`src/rtl/mem_arbiter_if.sv`:
```
// Bus bundle for the fetch / load-store / memory sides of mem_arbiter.
// master: the arbiter's view. slave: the surrounding core and memory.
interface mem_arbiter_if #(
  parameter int ADDR_WIDTH = 32,
  parameter int DATA_WIDTH = 32
);
  logic                    instr_req_i;
  logic [ADDR_WIDTH-1:0]   instr_addr_i;
  logic                    instr_gnt_o;
  logic                    instr_rvalid_o;
  logic [DATA_WIDTH-1:0]   instr_rdata_o;

  logic                    data_req_i;
  logic                    data_we_i;
  logic [DATA_WIDTH/8-1:0] data_be_i;
  logic [ADDR_WIDTH-1:0]   data_addr_i;
  logic [DATA_WIDTH-1:0]   data_wdata_i;
  logic                    data_gnt_o;
  logic                    data_rvalid_o;
  logic [DATA_WIDTH-1:0]   data_rdata_o;

  logic                    mem_req_o;
  logic                    mem_we_o;
  logic [DATA_WIDTH/8-1:0] mem_be_o;
  logic [ADDR_WIDTH-1:0]   mem_addr_o;
  logic [DATA_WIDTH-1:0]   mem_wdata_o;
  logic                    mem_gnt_i;
  logic                    mem_rvalid_i;
  logic [DATA_WIDTH-1:0]   mem_rdata_i;

  modport master (
    input  instr_req_i, instr_addr_i,
    input  data_req_i, data_we_i, data_be_i, data_addr_i, data_wdata_i,
    input  mem_gnt_i, mem_rvalid_i, mem_rdata_i,
    output instr_gnt_o, instr_rvalid_o, instr_rdata_o,
    output data_gnt_o, data_rvalid_o, data_rdata_o,
    output mem_req_o, mem_we_o, mem_be_o, mem_addr_o, mem_wdata_o
  );

  modport slave (
    output instr_req_i, instr_addr_i,
    output data_req_i, data_we_i, data_be_i, data_addr_i, data_wdata_i,
    output mem_gnt_i, mem_rvalid_i, mem_rdata_i,
    input  instr_gnt_o, instr_rvalid_o, instr_rdata_o,
    input  data_gnt_o, data_rvalid_o, data_rdata_o,
    input  mem_req_o, mem_we_o, mem_be_o, mem_addr_o, mem_wdata_o
  );
endinterface

```
`src/rtl/mem_arbiter.sv`:
```
// Fetch vs. load/store arbiter onto one memory bus, one access in flight.
// Data wins by default; a saturating counter forces a fetch through after
// STARVE_LIMIT data grants while a fetch waits. A stalled request keeps
// ownership of the bus until granted so the address never changes mid-stall.
module mem_arbiter #(
  parameter int ADDR_WIDTH   = 32,
  parameter int DATA_WIDTH   = 32,
  parameter int STARVE_LIMIT = 4
) (
  input  logic           clk,
  input  logic           rst,
  mem_arbiter_if.master  bus,
  output logic           busy_o
);
  localparam int         BE_W   = DATA_WIDTH / 8;
  localparam logic [1:0] IDLE   = 2'd0;
  localparam logic [1:0] WAIT_I = 2'd1;
  localparam logic [1:0] WAIT_D = 2'd2;
  localparam logic [3:0] LIMIT  = 4'(STARVE_LIMIT);

  logic [1:0] state, state_nxt;
  logic       lock_vld, lock_instr;
  logic [3:0] starve_cnt;
  logic       idle, sel_i, sel_d, gnt_i, gnt_d;

  assign idle = (state == IDLE);

  // Owner selection in IDLE: lock, then starvation override, then data, then fetch
  always_comb begin
    sel_i = 1'b0;
    sel_d = 1'b0;
    if (idle && !rst) begin
      if (lock_vld) begin
        sel_i = lock_instr;
        sel_d = !lock_instr;
      end else if (bus.data_req_i && bus.instr_req_i && starve_cnt == LIMIT) begin
        sel_i = 1'b1;
      end else if (bus.data_req_i) begin
        sel_d = 1'b1;
      end else if (bus.instr_req_i) begin
        sel_i = 1'b1;
      end
    end
  end

  // Bus mux and grant/response routing; everything quiet while in reset
  always_comb begin
    bus.mem_req_o   = 1'b0;
    bus.mem_we_o    = 1'b0;
    bus.mem_be_o    = '0;
    bus.mem_addr_o  = '0;
    bus.mem_wdata_o = '0;
    if (sel_i) begin
      bus.mem_req_o  = bus.instr_req_i;
      bus.mem_be_o   = {BE_W{1'b1}};
      bus.mem_addr_o = bus.instr_addr_i;
    end else if (sel_d) begin
      bus.mem_req_o   = bus.data_req_i;
      bus.mem_we_o    = bus.data_we_i;
      bus.mem_be_o    = bus.data_be_i;
      bus.mem_addr_o  = bus.data_addr_i;
      bus.mem_wdata_o = bus.data_wdata_i;
    end
    gnt_i = sel_i & bus.mem_req_o & bus.mem_gnt_i;
    gnt_d = sel_d & bus.mem_req_o & bus.mem_gnt_i;
    bus.instr_gnt_o    = gnt_i;
    bus.data_gnt_o     = gnt_d;
    bus.instr_rvalid_o = !rst && state == WAIT_I && bus.mem_rvalid_i;
    bus.data_rvalid_o  = !rst && state == WAIT_D && bus.mem_rvalid_i;
    bus.instr_rdata_o  = bus.mem_rdata_i;
    bus.data_rdata_o   = bus.mem_rdata_i;
  end

  // Next state: grant opens a wait, rvalid closes it
  always_comb begin
    state_nxt = state;
    case (state)
      IDLE:    if (gnt_i) state_nxt = WAIT_I;
               else if (gnt_d) state_nxt = WAIT_D;
      WAIT_I,
      WAIT_D:  if (bus.mem_rvalid_i) state_nxt = IDLE;
      default: state_nxt = IDLE;
    endcase
  end

  // State, owner lock and starvation counter
  always_ff @(posedge clk or posedge rst) begin
    if (rst) begin
      state      <= IDLE;
      lock_vld   <= 1'b0;
      lock_instr <= 1'b0;
      starve_cnt <= '0;
    end else begin
      state <= state_nxt;
      if (gnt_i || gnt_d) begin
        lock_vld <= 1'b0;
      end else if (bus.mem_req_o) begin
        lock_vld   <= 1'b1;
        lock_instr <= sel_i;
      end
      if (gnt_i || (idle && !bus.instr_req_i))
        starve_cnt <= '0;
      else if (gnt_d && bus.instr_req_i && starve_cnt != LIMIT)
        starve_cnt <= starve_cnt + 4'd1;
    end
  end

  assign busy_o = !idle;
endmodule
```
`src/flat_wrapper.sv`:
```
// flat-port wrapper written by rule: the top's interface ports become plain ports
module mem_arbiter_flat 
#(
  parameter int ADDR_WIDTH   = 32,
  parameter int DATA_WIDTH   = 32,
  parameter int STARVE_LIMIT = 4
)
  (clk, rst, busy_o, bus_instr_req_i, bus_instr_addr_i, bus_data_req_i, bus_data_we_i, bus_data_be_i, bus_data_addr_i, bus_data_wdata_i, bus_mem_gnt_i, bus_mem_rvalid_i, bus_mem_rdata_i, bus_instr_gnt_o, bus_instr_rvalid_o, bus_instr_rdata_o, bus_data_gnt_o, bus_data_rvalid_o, bus_data_rdata_o, bus_mem_req_o, bus_mem_we_o, bus_mem_be_o, bus_mem_addr_o, bus_mem_wdata_o);
  mem_arbiter_if #(.ADDR_WIDTH(ADDR_WIDTH), .DATA_WIDTH(DATA_WIDTH)) bus_i ();
  input  logic clk;
  input  logic rst;
  output logic busy_o;
  input wire logic [$bits(bus_i.instr_req_i)-1:0] bus_instr_req_i;
  input wire logic [$bits(bus_i.instr_addr_i)-1:0] bus_instr_addr_i;
  input wire logic [$bits(bus_i.data_req_i)-1:0] bus_data_req_i;
  input wire logic [$bits(bus_i.data_we_i)-1:0] bus_data_we_i;
  input wire logic [$bits(bus_i.data_be_i)-1:0] bus_data_be_i;
  input wire logic [$bits(bus_i.data_addr_i)-1:0] bus_data_addr_i;
  input wire logic [$bits(bus_i.data_wdata_i)-1:0] bus_data_wdata_i;
  input wire logic [$bits(bus_i.mem_gnt_i)-1:0] bus_mem_gnt_i;
  input wire logic [$bits(bus_i.mem_rvalid_i)-1:0] bus_mem_rvalid_i;
  input wire logic [$bits(bus_i.mem_rdata_i)-1:0] bus_mem_rdata_i;
  output wire logic [$bits(bus_i.instr_gnt_o)-1:0] bus_instr_gnt_o;
  output wire logic [$bits(bus_i.instr_rvalid_o)-1:0] bus_instr_rvalid_o;
  output wire logic [$bits(bus_i.instr_rdata_o)-1:0] bus_instr_rdata_o;
  output wire logic [$bits(bus_i.data_gnt_o)-1:0] bus_data_gnt_o;
  output wire logic [$bits(bus_i.data_rvalid_o)-1:0] bus_data_rvalid_o;
  output wire logic [$bits(bus_i.data_rdata_o)-1:0] bus_data_rdata_o;
  output wire logic [$bits(bus_i.mem_req_o)-1:0] bus_mem_req_o;
  output wire logic [$bits(bus_i.mem_we_o)-1:0] bus_mem_we_o;
  output wire logic [$bits(bus_i.mem_be_o)-1:0] bus_mem_be_o;
  output wire logic [$bits(bus_i.mem_addr_o)-1:0] bus_mem_addr_o;
  output wire logic [$bits(bus_i.mem_wdata_o)-1:0] bus_mem_wdata_o;
  assign bus_i.instr_req_i = bus_instr_req_i;
  assign bus_i.instr_addr_i = bus_instr_addr_i;
  assign bus_i.data_req_i = bus_data_req_i;
  assign bus_i.data_we_i = bus_data_we_i;
  assign bus_i.data_be_i = bus_data_be_i;
  assign bus_i.data_addr_i = bus_data_addr_i;
  assign bus_i.data_wdata_i = bus_data_wdata_i;
  assign bus_i.mem_gnt_i = bus_mem_gnt_i;
  assign bus_i.mem_rvalid_i = bus_mem_rvalid_i;
  assign bus_i.mem_rdata_i = bus_mem_rdata_i;
  assign bus_instr_gnt_o = bus_i.instr_gnt_o;
  assign bus_instr_rvalid_o = bus_i.instr_rvalid_o;
  assign bus_instr_rdata_o = bus_i.instr_rdata_o;
  assign bus_data_gnt_o = bus_i.data_gnt_o;
  assign bus_data_rvalid_o = bus_i.data_rvalid_o;
  assign bus_data_rdata_o = bus_i.data_rdata_o;
  assign bus_mem_req_o = bus_i.mem_req_o;
  assign bus_mem_we_o = bus_i.mem_we_o;
  assign bus_mem_be_o = bus_i.mem_be_o;
  assign bus_mem_addr_o = bus_i.mem_addr_o;
  assign bus_mem_wdata_o = bus_i.mem_wdata_o;
  mem_arbiter #(.ADDR_WIDTH(ADDR_WIDTH), .DATA_WIDTH(DATA_WIDTH), .STARVE_LIMIT(STARVE_LIMIT)) u_core (.clk(clk), .rst(rst), .bus(bus_i), .busy_o(busy_o));
endmodule
```
`config.mk`:
```
export PLATFORM = sky130hd
export DESIGN_NAME = mem_arbiter_flat
export DESIGN_NICKNAME = d
export VERILOG_FILES = /design/src/rtl/mem_arbiter_if.sv /design/src/rtl/mem_arbiter.sv /design/src/flat_wrapper.sv
export SDC_FILE = /design/constraint.sdc
export NUM_CORES = 1
export LEC_CHECK = 0
export CORE_AREA = 5 5 104 106
export CTS_CLUSTER_DIAMETER = 200
export CTS_CLUSTER_SIZE = 40
export DETAILED_ROUTE_END_ITERATION = 8
export DIE_AREA = 0 0 109 111
export PLACE_DENSITY_LB_ADDON = 0.08
export REMOVE_ABC_BUFFERS = 1
export SLEW_MARGIN = 25
export SYNTH_ARGS = -nofsm -noshare
export SYNTH_HDL_FRONTEND = slang
export SYNTH_SLANG_ARGS = --single-unit
```
`constraint.sdc`:
```
create_clock -name clk -period 3 [get_ports clk]
set_clock_uncertainty 0.1 [all_clocks]
set_input_delay 0.75 -clock clk [delete_from_list [all_inputs] [get_ports clk]]
set_output_delay 0.75 -clock clk [all_outputs]
set_load 0.01 [all_outputs]
```
After elaboration in Yosys (flattened, before gate mapping). Cells that the tools add are included. W data, S select, Z words.

Mux-type cells: 27. Add/subtract/negate cells: 1. Bitwise operators: 5. Eq/ne operators: 6. Reductions and logical operators: 22.

Operators by type and width (number): $mux W32 (4); $mux W4 (4); $mux W1 (15); $logic_and A1 B1 Y1 (10); $mux W2 (3); $add A4 B1 Y4 const B (1); $and A1 B1 Y1 (4); $eq A4 B3 Y1 const B (1); $logic_not A1 Y1 (4); $ne A4 B3 Y1 const B (1); $pmux W2 S2 (1); $reduce_and A2 Y1 (2); $reduce_bool A2 Y1 (2); $ne A3 B3 Y1 const B (1); $eq A2 B1 Y1 const B (1); $eq A2 B2 Y1 const B (1); $logic_not A2 Y1 (1); $logic_or A1 B1 Y1 (2); $ne A2 B2 Y1 const B (1); $reduce_or A2 Y1 (1); $not A1 Y1 (1).

Flip-flop bits (word level): 8. Bits of input ports: 139.

Logic depth before layout (Yosys ltp). Gate-level depths: netlist of the first run.

Depth after elaboration: 13. Mapped depth: 9. Depth with buffers taken out: 6.

Least setup slack after synthesis of the first run. OpenSTA, ideal clock, no wires.

Path kind: reg-to-output. Start point: register u_core.starve_cnt[0]. End point: output bus_mem_wdata_o[0]. Path buffers: 3. Data arrival time: 1.839 ns. Stages on the path, launching flop included: 10. Required time: 2.150 ns. Path slack: 0.311 ns. Path through: dfrtp_1 -> inv_1 -> ha_1 -> and3b_1 -> clkbuf_1 -> a211o_1 -> a21oi_4 -> buf_6 -> buf_6 -> and2_1.

Cells in the longest elaborated chain, start to end: 7. Elaborated cells on any way between the ends: 10. Those cells by class: 1 x eq/ne; 8 x mux; 1 x reduce/logical.

RTL lines: start: declaration (RTL line mem_arbiter.sv:23) `logic [3:0] starve_cnt;`; start signal: assignment (RTL line mem_arbiter.sv:104) `starve_cnt <= starve_cnt + 4'd1;`; $eq A4 B3 Y1 * (RTL line mem_arbiter.sv:36) `end else if (bus.data_req_i && bus.instr_req_i && starve_cnt == LIMIT) begin`; $logic_and A1 B1 Y1 * (RTL line mem_arbiter.sv:36); $mux W1 (RTL line mem_arbiter.sv:36); $mux W1 (RTL line mem_arbiter.sv:33) `if (lock_vld) begin`; $mux W1 (RTL line mem_arbiter.sv:32) `if (idle && !rst) begin`; $mux W32 (RTL line mem_arbiter.sv:57) `end else if (sel_d) begin`; $mux W32 * (RTL line mem_arbiter.sv:53) `if (sel_i) begin`; end: declaration (RTL line flat_wrapper.sv:33) `output wire logic [$bits(bus_i.mem_wdata_o)-1:0] bus_mem_wdata_o;`.

Every way passes the cells marked *; elsewhere a longest branch is shown, timed or not.

Worst setup path after layout of the first run.
Start point: input bus_instr_req_i. End point: output bus_mem_addr_o[11].

Cells in the longest elaborated chain, start to end: 7. Elaborated cells on any way between the ends: 12. Those cells by class: 10 x mux; 2 x reduce/logical.

RTL lines: start: declaration (RTL line flat_wrapper.sv:13) `input wire logic [$bits(bus_i.instr_req_i)-1:0] bus_instr_req_i;`; $logic_and A1 B1 Y1 (2 in series) (RTL line mem_arbiter.sv:36); $mux W1 (RTL line mem_arbiter.sv:36); $mux W1 (RTL line mem_arbiter.sv:33); $mux W1 (RTL line mem_arbiter.sv:32); $mux W32 (RTL line mem_arbiter.sv:57); $mux W32 * (RTL line mem_arbiter.sv:53); end: declaration (RTL line flat_wrapper.sv:32) `output wire logic [$bits(bus_i.mem_addr_o)-1:0] bus_mem_addr_o;`.

Marked as above.

==> reports/qor.csv, run 1 <==
stage;metric;value;unit
synth;syn_area;1665;µm²
clock_tree;cts_hold_buf;0;
clock_tree;clkSlewWorstSetupHoldPaths;50;ps
timing;hold_slack;471.9;ps
grt;grt-ovfl-total;0;
floorplanning;io_pins;278;
flow_run;maxCapViolations;0;
timing;tightestPinTransition;312.3;ps
clock_tree;clock-root-buffer;clkbuf_8;
synth;synth_edf_count;0;
detailed_routing;drt-total-wl;14.59;mm
timing;worst_slack;-84.56;ps
grt;grt_pass1_vias;2283;
setup_path;slowest_stage;a211o_1;
setup_path;end_kind;primary output;
run_status;violations;setup timing;
synth;synth.top_cell.area_share;28.85;%
synth;ys_ff_latch;8;
finish;nets;502;
floorplanning;die_area;12100;µm²
place;dp_hpwl;12.29;mm
timing;rsz0062_at_grt;yes;
timing;finalCritPeriodShare;102.8;%
synth;ys_async_sr_fraction;100.0;%
clock_tree;cts.path.max_buffers;2;
run_status;outcome;complete, but fails checks;
detailed_routing;avgRoutedWirePerCell;29.77;µm
timing;max_freq;324.2;MHz
finish;final_layout_size_suffix_gt1_share;36.52;%
power;cellPowerDensity;626.0;nW/µm²
grt;grt_pass1_wl;18.82;mm
setup_path;max_stage_delay;340;ps
detailed_routing;vias_per_cell;4.180;
synth;synthCells;212;
setup_path;crit_type;primary input to primary output;
floorplanning;design.core.area;9684;µm²
setup_path;required;2150;ps
synth;synth_warnings;0;
detailed_routing;num_vias;2048;
power;leakage;1.644;nW
clock_tree;cts_buffers;3;
synth;synth_most_common_cell;buf_4;
timing;relSlewSlack;79.15;%
setup_path;r2r_slack;790;ps
synth;synth.distinct_cells;35;
min_path;holdCritPathClass;register to register;
finish;design_area;3447;µm²
power;peakVddDrop;209.7;µV
timing;post-route-min-period;3085;ps
setup_path;cpMostUsedCell;buf_12;
detailed_routing;drt_iter0_markers;58;
synth;synthFlopType;dfrtp_1;
synth;synthTopCellsByArea;buf_4 (29%), a22o_1 (17%), and2_1 (13%);
clock_tree;cts_sinks;8;
floorplanning;die_width;109;µm
timing;setup_violations;32;
timing;hold_viol;0;
clock_tree;cts_tree;built;
finish;final_util;35.59;%
place;place.gp.congestion;0.8520;
synth;synth_common_cells;buf_4 (64), and2_1 (34), a22o_1 (32);
place;place_area;3272;µm²
setup_path;worstPathCellList;clkdlybuf4s15_1, a211o_1, a21oi_4, buf_12, buf_12, buf_12, clkbuf_16, a22o_1, buf_2;
setup_path;cp.arrival;2230;ps
detailed_routing;first_pass_iters;4;
floorplanning;initial_utilization;17.20;%
grt;antenna_found_initial;0;
clock_tree;clock_latency;230;ps
synth;synth.avg_cell_area;7.855;µm²
clock_tree;h-tree-depth;1;
place;port_buffers;181;
synth;synth_top_cell_by_area;buf_4;
detailed_routing;ant_nets;0;
grt;grt_max_degree;19;
setup_path;start_kind;primary input;
floorplanning;rows;36;
synth;yosysSeqAreaShare;12.02;%
grt;grtUsageTotal;22.88;%
timing;slew_violations;0;
finish;syn2layout_area_growth;107.0;%
setup_path;path_max_fanout;4;
detailed_routing;drc;0;
floorplanning;die_y;111;µm
==> sequential cells by signal, indices dropped and copies added, names as in the netlist <==
| register | cells |
|---|---|
| u_core.lock_instr | 1 |
| u_core.lock_vld | 1 |
| u_core.starve_cnt | 4 |
| u_core.state | 2 |
==> final timing paths <==
kind / depth (start not counted) / end / start
setup / recovery: 9 / bus_mem_addr_o[11] / bus_instr_req_i
hold / removal: 2 / u_core.state[0] / u_core.state[0]
setup reg to reg: 9 / u_core.starve_cnt[2] / u_core.state[1]
hold reg to reg: 2 / u_core.state[0] / u_core.state[0]
max in group asynchronous: 3 / u_core.lock_vld / rst
min in group asynchronous: 3 / u_core.starve_cnt[0] / rst
==> power by group <==
part	internal, mW	switching [mW]	total [mW]	leakage [nW]
Sequential	0.135	0.0203	0.156	0.105
Clock	0.0876	0.0491	0.137	0.0216
Combinational	1.03	0.832	1.87	1.52
Total	1.26	0.901	2.16	1.64
==> stage by stage <==
stage | power (mW) | cells | setup slack (ps) | TNS [ps]
floorplan | 0.8081 | 137 | -47.39 | -2852
global placement | 1.809 | 471 | -654.3 | -42520
detailed placement | 1.796 | 471 | -646.6 | -42150
CTS | 2.162 | 489 | -77.23 | -1422
global route | 2.316 | 489 | -172.9 | -5511
finish | 2.158 | 490 | -84.56 | -1354
==> critical path: cells and delay by family <==
kind	cells	cell delay, ps
AOI/OAI and AO/OA	3	660
buffers and inverters	6	820
==> metal layers <==
layer / GRT usage (%) / routed length, µm
met1: 18.08 / 3832
met3: 20.33 / 3101
met2: 39.56 / 7096
met5: 5.804 / 85
met4: 6.987 / 470
==> timing repair <==
item | CTS | global route
gates cloned | 7 | 1
setup endpoints to repair | 72 | 69
hold endpoints to repair | 0 | 0
buffers inserted | 8 | 3
pin swaps | 11 | 16
resized for setup | 296 | 29
==> cells in the final DEF (no fill, tap or decap), types with 2 or more instances in the layout <==
master,n
a21o_1,4
a21oi_1,4
a22o_1,32
and2_1,22
and2_4,12
and3_1,2
buf_12,5
buf_16,3
buf_2,41
buf_4,27
buf_6,17
clkbuf_8,3
clkdlybuf4s15_1,2
clkdlybuf4s15_2,8
clkdlybuf4s50_1,106
dfrtp_1,8
dlygate4sd2_1,4
ha_1,4
inv_1,10
nand2_1,4
nand2b_1,2
nand3_1,2
nand4_1,4
nor2b_1,3
o21ai_0,3
or3b_2,2
==> kinds of logic (layout without fill, tap and decap cells) <==
kind of cell    after synthesis  count (layout)  synth area share, %
compound gates               53              53                26.07
buf+inv                      85             229                35.09
other cells                   0               1                    0
flops                         8               8                12.02
simple gates                 61              61                23.06
fa+ha+maj                     5               5                3.757
==> cell type report <==
| class | count | area (µm²) |
|---|---|---|
| repair buffers | 216 | 2061 |
| well taps | 133 | 166.4 |
| multi-input cells | 119 | 938.4 |
| fillers | 1050 | 6237 |
| clock buffers | 3 | 41.29 |
| flip-flops and latches | 8 | 200.2 |
| diodes | 1 | 2.502 |
| inverters | 10 | 37.54 |
Power figures use the tool's default switching activity.
==> inputs of run 2 (changes only) <==
- CTS_CLUSTER_DIAMETER: 200 -> default
==> results of run 2 <==
No change in the layout: final DEF, timing and power equal those of run 1.
==> inputs of run 3 (changes only) <==
- CORE_AREA: 5 5 104 106 -> 5 5 103 105
- DIE_AREA: 0 0 109 111 -> 0 0 108 110
- TNS_END_PERCENT: default -> 10
- clock period: 3 -> 2.6 ns (I/O delays scaled with it)
==> run 3 against run 2 <==
The flow still finishes with violations (setup timing). Critical endpoint is now bus_mem_addr_o[6]. Sequential share of layout area rose by 0.073 points. Cell count is 1.0% higher. Total power up 12%. Largest cell class unchanged. Critical path type is now register to primary output.
==> reports/qor.csv, run 3 (synthesis gave the netlist of run 1 again) <==
stage;metric;value;unit
floorplanning;design.core.area;9549;µm²
setup_path;crit_type;register to primary output;
setup_path;slowest_stage;dfrtp_1;
floorplanning;rows;36;
grt;grt_max_degree;28;
finish;diodes;0;
setup_path;cp.arrival;2100;ps
finish;nets;508;
floorplanning;io_pins;278;
finish;top_register;u_core.starve_cnt;
setup_path;path_max_fanout;8;
power;leakage;1.670;nW
finish;final_layout_size_suffix_gt1_share;36.19;%
place;port_buffers;181;
finish;syn2layout_area_growth;104.4;%
min_path;worstHoldStart;u_core.starve_cnt[0];
run_status;violations;setup timing;
detailed_routing;avgRoutedWirePerCell;28.08;µm
floorplanning;die_area;11880;µm²
setup_path;critPathCapture;bus_mem_addr_o[6];
min_path;holdCritPathClass;register to register;
setup_path;required;1850;ps
grt;grtUsageTotal;22.32;%
finish;largest_reg_flops;4;
floorplanning;die_y;110;µm
detailed_routing;num_vias;2077;
setup_path;worstRegToRegCells;8;
setup_path;r2r_slack;500;ps
place;place.gp.congestion;0.8665;
grt;use_met3;18.64;%
setup_path;end_kind;primary output;
grt;antenna_found_initial;0;
timing;tightestPinTransition;385.1;ps
timing;slew_violations;0;
timing;relSlewSlack;73.92;%
clock_tree;h-tree-depth;1;
power;peakVddDrop;192.6;µV
clock_tree;cts_sinks;8;
clock_tree;cts_buffers;3;
finish;layout_common_cells;clkdlybuf4s50_1 (103), buf_2 (38), buf_4 (36);
grt;grt_use_met2;38.90;%
clock_tree;cts_tree;built;
timing;post-route-min-period;2849;ps
detailed_routing;vias_per_cell;4.196;
clock_tree;cts_hold_buf;0;
setup_path;worstPathCellList;inv_1, ha_2, and3b_1, a211o_1, a21oi_4, buf_6, buf_12, buf_8, a22o_1, buf_2;
detailed_routing;ant_nets;0;
grt;grt_pass1_wl;18.00;mm
clock_tree;clkSlewWorstSetupHoldPaths;40;ps
grt;top_usage_layer;met2;
setup_path;start_kind;register;
place;place_inst;485;
timing;fin_tns_setup;-11160;ps
detailed_routing;drc;0;
finish;layout_commonest_cell;clkdlybuf4s50_1;
power;cellPowerDensity;707.1;nW/µm²
timing;finalCritPeriodShare;109.6;%
timing;rsz0062_at_grt;yes;
grt;grt-ovfl-total;0;
run_status;outcome;complete, but fails checks;
setup_path;max_stage_delay;330;ps
place;dp_hpwl;12.45;mm
detailed_routing;drt_iter0_markers;81;
grt;grt_pass1_vias;2228;
detailed_routing;drt-total-wl;13.90;mm
finish;fin_cells;495;
finish;reg.largest.list;u_core.starve_cnt (4), u_core.state (2);
clock_tree;cts.path.max_buffers;2;
flow_run;maxCapViolations;0;
timing;hold_viol;0;
floorplanning;initial_utilization;17.44;%
floorplanning;die_width;108;µm
setup_path;r2r_start;u_core.state[0];
timing;worst_slack;-248.7;ps
setup_path;r2r-end;u_core.starve_cnt[2];
setup_path;cp-startpoint;u_core.starve_cnt[0];
clock_tree;clock-root-buffer;clkbuf_8;
grt;gr-usage-met1;17.85;%
detailed_routing;first_pass_iters;4;
timing;max_freq;351.0;MHz
clock_tree;clock_latency;240;ps
timing;setup_violations;70;
==> run 3: cell types whose count changed in the layout (fill, tap and decap cells not counted), sizes merged <==
cell,before,now
dlygate4sd2,4,5
clkdlybuf4s50,106,103
buf,94,101
bufbuf,1,0
diode,1,0
dlymetal6s2s,0,2
==> run 3: area by class of cell <==
| type | count | area, µm² |
|---|---|---|
| Fill cell | 1034 | 6145 |
| Tap cell | 133 | 166.4 |
| Multi-Input combinational cell | 119 | 914.6 |
| Sequential cell | 8 | 200.2 |
| Inverter | 10 | 37.54 |
| Timing Repair Buffer | 222 | 2044 |
| Clock buffer | 3 | 41.29 |
==> run 3: critical path, delay by kind of cell, from the launching register on <==
family          cells  cell delay [ps]
buf+inv             5              550
compound gates      3              620
simple gates        1              180
fa+ha+maj           1              170
flops               1              330
==> run 3: worst min path at each step <==
stage	to	slack, ps	cells after the start
global route	u_core.starve_cnt[0]	550	2
floorplan	u_core.lock_instr	380	1
CTS	u_core.starve_cnt[0]	500	2
global placement	u_core.starve_cnt[0]	490	2
finish	u_core.starve_cnt[0]	490	2
detailed placement	u_core.starve_cnt[0]	490	2
==> run 3: power by group <==
group	internal, mW	leakage [nW]	switching (mW)
Sequential	0.156	0.105	0.0210
Combinational	1.16	1.54	0.919
Clock	0.101	0.0216	0.0551
Total	1.41	1.67	0.995
==> run 3: repair_timing <==
action,4_1_cts,5_1_grt
gates cloned,3,0
gates resized for setup,304,24
endpoints found under the setup margin,74,73
pin swaps,11,7
buffers inserted,5,0
==> run 3: metrics by stage <==
step / util, % / instance area [µm²] / setup WS [ps] / hold slack [ps] / total power, mW
after floorplan: - / 1119 / -347.4 / 376.0 / 0.9325
after global placement: 35.36 / 3377 / -781.8 / 492.8 / 2.221
after detailed placement: 35.36 / 3377 / -793.0 / 490.1 / 2.198
after CTS: 36.03 / 3441 / -328.7 / 502.9 / 2.447
after global routing: 35.65 / 3405 / -340.3 / 548.6 / 2.588
final: 35.65 / 3405 / -248.7 / 492.7 / 2.407
==> run 3: per-layer routing <==
metal  share of wire (%)  vias to the layer above  wire [µm]
met5                0.65                        -         90
met4                 4.6                        2        635
met3                  19                       18       2660
met2                  48                      217       6664
met1                  28                      868       3849
li1                    -                      972          -
